[src/rtl/reg_bank_ctrl.sv]
`default_nettype none
// ============================================================================
//  Module      : reg_bank_ctrl
//  Description : Command-side master for a 2**AW x DW register bank.
//                Takes single READ/WRITE and block FILL/DUMP commands on a
//                valid/ready command port. Drives the bank's wr/addr/d inputs,
//                samples its combinational read data (q), and returns read
//                results on a valid/ready response port.
//  Ports       : clk, rst              - clock, synchronous active-high reset
//                cmd_valid/ready/op/addr/data - command port (op: 00 READ,
//                                        01 WRITE, 10 FILL, 11 DUMP)
//                rsp_valid/ready/data/addr/last - read response port
//                busy                  - controller not idle
//                bank_wr/addr/d        - drive the bank
//                bank_q                - bank read data (combinational)
//  Revision    : 1.0 - initial release
// ============================================================================
module reg_bank_ctrl #(
   parameter int DW = 8,
   parameter int AW = 2
) (
   input  logic          clk,
   input  logic          rst,
   input  logic          cmd_valid,
   output logic          cmd_ready,
   input  logic [1:0]    cmd_op,
   input  logic [AW-1:0] cmd_addr,
   input  logic [DW-1:0] cmd_data,
   output logic          rsp_valid,
   input  logic          rsp_ready,
   output logic [DW-1:0] rsp_data,
   output logic [AW-1:0] rsp_addr,
   output logic          rsp_last,
   output logic          busy,
   output logic          bank_wr,
   output logic [AW-1:0] bank_addr,
   output logic [DW-1:0] bank_d,
   input  logic [DW-1:0] bank_q
);

   localparam logic [1:0]    C_OP_READ  = 2'b00;
   localparam logic [1:0]    C_OP_WRITE = 2'b01;
   localparam logic [1:0]    C_OP_FILL  = 2'b10;
   localparam logic [1:0]    C_OP_DUMP  = 2'b11;
   localparam logic [AW-1:0] C_LAST_IDX = '1;   // NREG-1

   typedef enum logic [2:0] {
      S_IDLE    = 3'd0,
      S_WRITE   = 3'd1,
      S_READ    = 3'd2,
      S_FILL    = 3'd3,
      S_DUMP_RD = 3'd4,
      S_RESP    = 3'd5
   } state_t;

   state_t        r_state;
   logic [1:0]    r_op;
   logic [AW-1:0] r_addr;
   logic [AW-1:0] r_idx;

   assign cmd_ready = (r_state == S_IDLE);
   assign busy      = (r_state != S_IDLE);

   // Bank drive signals are registered and loaded on entry to each state, so
   // the bank sees the new address/data for the whole of that state's cycle.
   always_ff @(posedge clk) begin
      if (rst) begin
         r_state   <= S_IDLE;
         r_op      <= C_OP_READ;
         r_addr    <= '0;
         r_idx     <= '0;
         rsp_valid <= 1'b0;
         rsp_data  <= '0;
         rsp_addr  <= '0;
         rsp_last  <= 1'b0;
         bank_wr   <= 1'b0;
         bank_addr <= '0;
         bank_d    <= '0;
      end else begin
         case (r_state)
            S_IDLE: begin
               if (cmd_valid) begin
                  r_op   <= cmd_op;
                  r_addr <= cmd_addr;
                  r_idx  <= '0;
                  case (cmd_op)
                     C_OP_WRITE: begin
                        bank_wr   <= 1'b1;
                        bank_addr <= cmd_addr;
                        bank_d    <= cmd_data;
                        r_state   <= S_WRITE;
                     end
                     C_OP_READ: begin
                        bank_addr <= cmd_addr;
                        r_state   <= S_READ;
                     end
                     C_OP_FILL: begin
                        bank_wr   <= 1'b1;
                        bank_addr <= '0;
                        bank_d    <= cmd_data;
                        r_state   <= S_FILL;
                     end
                     default: begin
                        bank_addr <= '0;
                        r_state   <= S_DUMP_RD;
                     end
                  endcase
               end
            end
            S_WRITE: begin
               bank_wr <= 1'b0;
               r_state <= S_IDLE;
            end
            S_READ: begin
               rsp_data  <= bank_q;
               rsp_addr  <= r_addr;
               rsp_last  <= 1'b1;
               rsp_valid <= 1'b1;
               r_state   <= S_RESP;
            end
            S_FILL: begin
               // bank_d still holds the fill value loaded on acceptance.
               if (r_idx == C_LAST_IDX) begin
                  bank_wr <= 1'b0;
                  r_state <= S_IDLE;
               end else begin
                  r_idx     <= r_idx + 1'b1;
                  bank_addr <= r_idx + 1'b1;
               end
            end
            S_DUMP_RD: begin
               rsp_data  <= bank_q;
               rsp_addr  <= r_idx;
               rsp_last  <= (r_idx == C_LAST_IDX);
               rsp_valid <= 1'b1;
               r_state   <= S_RESP;
            end
            S_RESP: begin
               if (rsp_ready) begin
                  rsp_valid <= 1'b0;
                  if (r_op == C_OP_DUMP && !rsp_last) begin
                     r_idx     <= r_idx + 1'b1;
                     bank_addr <= r_idx + 1'b1;
                     r_state   <= S_DUMP_RD;
                  end else begin
                     r_state <= S_IDLE;
                  end
               end
            end
            default: begin
               bank_wr <= 1'b0;
               r_state <= S_IDLE;
            end
         endcase
      end
   end

endmodule
`default_nettype wire

[config.mk]
export PLATFORM = sky130hd
export DESIGN_NAME = reg_bank_ctrl
export DESIGN_NICKNAME = d
export VERILOG_FILES = /design/src/rtl/reg_bank_ctrl.sv
export SDC_FILE = /design/constraint.sdc
export NUM_CORES = 1
export LEC_CHECK = 0
export CAP_MARGIN = 10
export CORE_UTILIZATION = 45
export DETAILED_ROUTE_END_ITERATION = 7
export GPL_ROUTABILITY_DRIVEN = 1
export PLACE_DENSITY = 0.79
export SETUP_SLACK_MARGIN = 0.5
export SYNTH_ARGS = -nofsm -noshare
export SYNTH_HDL_FRONTEND = slang
export SYNTH_SLANG_ARGS = --single-unit
export TNS_END_PERCENT = 5
[constraint.sdc]
create_clock -name clk -period 2.2 [get_ports clk]
set_input_delay 0.44 -clock clk [delete_from_list [all_inputs] [get_ports clk]]
set_output_delay 0.44 -clock clk [all_outputs]
set_load 0.005 [all_outputs]
## Word level (Yosys, flattened, before mapping)

Cells that the tools add are included.

| word-level totals | value |
|---|---|
| bits in registers | 32 |
| latch bits | 0 |
| RAM bits | 0 |
| ROM bits | 0 |
| bits of input ports | 24 |
| output and inout port bits | 25 |
| word-level logic and storage cells | 67 |
| memories kept | 0 |

| cells by class | value |
|---|---|
| add/sub/neg operators | 1 |
| multiply operators | 0 |
| divide/modulo/power cells | 0 |
| order comparisons | 0 |
| eq/ne operators | 14 |
| shift operators | 0 |
| mux-type cells | 22 |
| bitwise logic cells | 1 |
| reduce and logical (&&, ||, !) cells | 18 |

Operators with widths:

| operator | number |
|---|---|
| $mux W2 | 6 |
| $mux W3 | 4 |
| $ne A2 B2 Y1 const B | 6 |
| $pmux W2 S3 | 2 |
| $pmux W3 S4 | 1 |
| $pmux W3 S3 | 1 |
| $eq A2 B2 Y1 const B | 3 |
| $eq A3 B2 Y1 const B | 2 |
| $eq A3 B3 Y1 const B | 2 |
| $reduce_and A3 Y1 | 2 |
| $reduce_bool A3 Y1 | 2 |
| $reduce_or A2 Y1 | 3 |
| $reduce_and A5 Y1 | 1 |
| $mux W1 | 4 |
| $pmux W1 S2 | 2 |
| $pmux W2 S2 | 1 |
| $reduce_and A2 Y1 | 2 |
| $reduce_and A4 Y1 | 1 |
| $reduce_bool A2 Y1 | 2 |
| $logic_not A3 Y1 | 1 |
| $pmux W1 S3 | 1 |
| $reduce_or A3 Y1 | 1 |
| $add A2 B1 Y2 const B | 1 |
| $eq A2 B1 Y1 const B | 1 |
| other kinds (4) | 4 |

## Longest topological paths before layout

| depth | value |
|---|---|
| depth in word-level cells | 5 |
| gate-level depth with buffers | 7 |
| mapped depth without buffers | 6 |

## Least setup slack after synthesis

Ideal clock, no wire load.

| timing | value |
|---|---|
| path type | reg-to-reg |
| from | register r_idx[0] |
| to | register r_idx[1] |
| setup time | 0.070 ns |
| data arrival time | 1.622 ns |
| required time | 2.130 ns |
| path slack | 0.507 ns |
| cell stages (with the launch flop) | 6 |
| path buffers | 0 |
| period minus slack after synthesis | 1.693 ns |
| cells stage by stage | dfxtp_1 > ha_1 > or3b_4 > o211a_2 > or4_1 > a21oi_1 |

| on the way | value |
|---|---|
| cells in the longest elaborated chain, start to end | 4 |
| elaborated cells on any way between the ends | 8 |
| classes of those cells | add/sub: 1; eq/ne: 2; mux: 4; reduce/logical: 1 |

Ends and longest elaborated chain:

| item | RTL line | source |
|---|---|---|
| start, declared | 59 | `logic [AW-1:0] r_idx;` |
| start signal, assigned | 127 | `r_idx <= r_idx + 1'b1;` |
| start signal, assigned | 142 | `r_idx <= r_idx + 1'b1;` |
| $add A2 B1 Y2 | 127, 142 |  |
| $mux W2 | 141 | `if (r_op == C_OP_DUMP && !rsp_last) begin` |
| $mux W2 | 139 | `if (rsp_ready) begin` |
| $pmux W2 S3 | 80 | `case (r_state)` |

Several ways; a longest one is shown, not always the timed one. The select of a mux whose other input is x is not followed.
A chain may end at the register's enable or synchronous reset.

## Final worst setup path

| timing | value |
|---|---|
| from | register r_state[1] |
| to | register r_idx[1] |

| on the way | value |
|---|---|
| cells in the longest elaborated chain, start to end | 3 |
| elaborated cells on any way between the ends | 10 |
| classes of those cells | eq/ne: 6; mux: 1; reduce/logical: 3 |

Ends and longest elaborated chain:

| item | RTL line | source |
|---|---|---|
| start, declared | 56 | `state_t r_state;` |
| start signal, assigned | 68 | `r_state <= S_IDLE;` |
| start signal, assigned | 91 | `r_state <= S_WRITE;` |
| start signal, assigned | 95 | `r_state <= S_READ;` |
| $eq A3 B3 Y1 (tied with other cells) | 80 |  |
| $ne A2 B2 Y1 (no source line) / $reduce_bool A3 Y1 (equally long branches) | n/a |  |
| $reduce_and A5 Y1 (no source line) | n/a |  |

Several ways; a longest one is shown, not always the timed one.

==> impl_metrics.csv <==
group,metric,value,unit
status,status,"completed",
worst_setup_path,endpoint_kind,"flip-flop",
logic_synthesis,syn-num-nets,204,
logic_synthesis,synth.distinct_cells,39,
route,ant_nets,0,
floorplanning,dieArea,3550,um^2
hold_path,hold_class,"reg2reg",
worst_setup_path,path_class,"reg2reg",
global_route,overflow,0,
power_and_ir_drop,p_clk_frac,0.190,
worst_setup_path,r2r_start,"r_state[1]",
worst_setup_path,cp.required,2.46,ns
clock_network,cts_sinks,32,
power_and_ir_drop,comb_power_share,0.423,
worst_setup_path,worstPathArrival,1.97,ns
worst_setup_path,crit_family,"simple AND/OR/NAND/NOR gates",
route,first_pass_iters,4,
clock_network,h-tree-depth,2,
power_and_ir_drop,peakVddDrop,634,uV
logic_synthesis,avgSynthCellArea,8.52,um^2
logic_synthesis,ys_warn_count,0,
finish,n_antenna_cell,0,
global_route,grt_max_degree,16,
floorplanning,initial_core_util,0.480,
clock_network,cts_buffer_depth,2,
power_and_ir_drop,swShare,0.339,
hold_path,hp-start,"rsp_data[1]",
clock_network,clock_latency,0.34,ns
clock_network,clockRootBuffer,"clkbuf_4",
timing,finalHoldViolations,0,
timing,finClkSkew,0.0173,ns
power_and_ir_drop,powerDensity,841,nW/um^2
finish,fill_cells,271,
route,drt-initial-drc-count,31,
timing,tns,0,ns
timing,layout_min_cycle_time,1.71,ns
global_route,grt_pass1_wl,6380,um
worst_setup_path,crit_chain,"buf_6 -> buf_6 -> o21a_1 -> nor2b_1 -> or4_1 -> a21oi_1",
timing,period_share,0.777,
finish,area_growth,51.2,%
floorplanning,core_area,3100,um^2
global_route,grt_antenna_before_repair,0,
power_and_ir_drop,p_seq_frac,0.386,
timing,setup_viol,0,
power_and_ir_drop,finalPower,1900,uW
worst_setup_path,critPathBufInv,2,
timing,worst_pin_slew,0.410,ns
floorplanning,die_x,59.5,um
timing,clock.fmax,585,MHz
route,vias_per_cell,5.31,
route,drc,0,
power_and_ir_drop,p_leak,0.000902,uW
job,maxCapViolations,0,
worst_setup_path,critPathMostFrequentCell,"buf_6",
place,gp_congestion,0.949,
place,io_buffer_count,48,
route,drt_wl_total,3930,um
timing,holdWs,0.459,ns
clock_network,cts_buffers,5,
logic_synthesis,synth_area,1490,um^2
worst_setup_path,startpoint,"r_state[1]",
finish,fin_nets,266,
global_route,grt_usage,0.242,
place,dpl.hpwl,2740,um
route,avgRoutedWirePerCell,13.9,um
worst_setup_path,start_kind,"flip-flop",
finish,drive_gt1_frac,0.168,
floorplanning,ios,49,
logic_synthesis,synth-seq-cells,32,
worst_setup_path,cp_slowest_cell,"or4_1",
logic_synthesis,ys_seq_area_frac,0.430,
power_and_ir_drop,p_sw,642,uW
timing,max_slew_margin,0.726,
clock_network,cts_tree,"done",
timing,maxSlewViolCount,0,
worst_setup_path,critPathMaxStageDelay,0.51,ns
route,route.vias.total,1497,
clock_network,holdBufCountCts,0,
timing,rsz0062_at_grt,"yes",
worst_setup_path,critPathMaxFanout,9,
floorplanning,die_h,59.5,um
power_and_ir_drop,intPower,1250,uW
global_route,grt_pass1_vias,1452,
floorplanning,row_count,20,
logic_synthesis,syn_inst,175,
clock_network,path_clk_slew,0.11,ns
per-layer routing:
| metal | global-route usage | wire, um | vias up |
|---|---|---|---|
| li1 | - | - | 741 |
| met1 | 0.274 | 1600 | 685 |
| met2 | 0.411 | 1970 | 59 |
| met3 | 0.0808 | 275 | 12 |
| met4 | 0.106 | 87 | 0 |
| met5 | 0 | 0 | - |
worst min-delay path, delay by kind of cell (launching register included):
kind | cells | cell delay [ns]
AO/OA/AOI/OAI | 1 | 0.05
flip-flops | 1 | 0.32
AND/OR/NAND/NOR | 1 | 0.05
sequential cells by signal, summed over array words and instances, names as in the netlist:
signal and cells:
rsp_data 8, bank_d 8, rsp_valid 1, r_op 2, rsp_last 1, r_state 3
r_idx 2, rsp_addr 2, bank_wr 1, r_addr 2, bank_addr 2
logic make-up (layout without fill, tap and decap cells):
group	Yosys count	count (layout)	synth area share
simple gates	59	59	0.183
xor+xnor	2	2	0.0118
mux	11	11	0.0739
compound gates	48	48	0.205
buf+inv	18	81	0.0546
fa+ha+maj	5	5	0.0420
flops	32	32	0.430
final timing paths:
| kind | end | cells after the start | slack [ns] |
|---|---|---|---|
| hold / removal | rsp_data[1] | 2 | 0.46 |
| setup / recovery | r_idx[1] | 6 | 0.49 |
| setup reg to reg | r_idx[1] | 6 | 0.49 |
| hold reg to reg | rsp_data[1] | 2 | 0.46 |
placed cells by master (no fill, tap or decap), types with 3 or more instances in the layout:
cell	count
clkbuf_4	5
mux2i_1	11
dfxtp_1	28
nand2_1	26
nor3_1	3
buf_6	4
inv_1	7
nand3_1	4
clkdlybuf4s50_1	46
o31ai_1	3
o21ai_0	4
ha_1	3
nor2_1	14
a211oi_1	7
a21oi_1	22
buf_4	14
area by class of cell:
class / instances / area [um^2] / share of cell area
multi-input cells: 125 / 835 / 0.370
repair buffers: 65 / 616 / 0.273
inverters: 8 / 35.0 / 0.0155
well taps: 44 / 55.1 / 0.0244
clock buffers: 7 / 55.1 / 0.0244
clock inverters: 1 / 7.51 / 0.00333
flip-flops and latches: 32 / 651 / 0.289
per-stage QoR:
stage / area (um^2) / cells / utilization / worst slack, ns
2_1_floorplan: 1490 / 175 / - / 0.507
3_3_place_gp: 2060 / 269 / 0.665 / 0.157
3_5_place_dp: 2060 / 269 / 0.665 / 0.0793
4_1_cts: 2220 / 281 / 0.717 / 0.486
5_1_grt: 2250 / 282 / 0.726 / 0.426
6_report: 2250 / 282 / 0.726 / 0.490
power groups by stage:
stage	sequential [uW]	combinational (uW)	clock (uW)
after floorplan	741	388	0
after global placement	743	695	0
after detailed placement	749	714	0
after CTS	731	778	371
after global routing	744	879	393
final	732	802	361
synth_stat cells (all sizes together):
cell | count | area (um^2)
a31oi | 1 | 6.26
and3 | 1 | 6.26
or4 | 1 | 7.51
nand2b | 1 | 6.26
nor3 | 3 | 15.0
ha | 5 | 62.6
o221ai | 2 | 17.5
o211ai | 2 | 15.0
o2111ai | 1 | 8.76
dfxtp | 32 | 641
a21oi | 22 | 110
a2111oi | 1 | 8.76
nand4b | 1 | 8.76
and2 | 1 | 6.26
xor2 | 1 | 8.76
nor2b | 2 | 12.5
xnor2 | 1 | 8.76
a211oi | 8 | 60.1
nand2 | 26 | 97.6
clkbuf | 5 | 18.8
o31ai | 3 | 22.5
nor3b | 1 | 7.51
o21ai | 4 | 20.0
inv | 7 | 26.3
mux2i | 11 | 110
or3b | 1 | 11.3
o21a | 1 | 7.51
a211o | 1 | 8.76
o211a | 2 | 20.0
clkinv | 1 | 3.75
or3 | 1 | 6.26
nand3 | 6 | 35.0
nor2 | 14 | 52.6
buf | 5 | 32.5
what timing repair did:
action	in CTS	in global routing
endpoints found under the hold margin	0	0
resized for setup	26	3
pin swaps	4	4
endpoints found under the setup margin	12	10
buffers inserted	4	1
No activity file was read; power rests on OpenSTA's default activity.
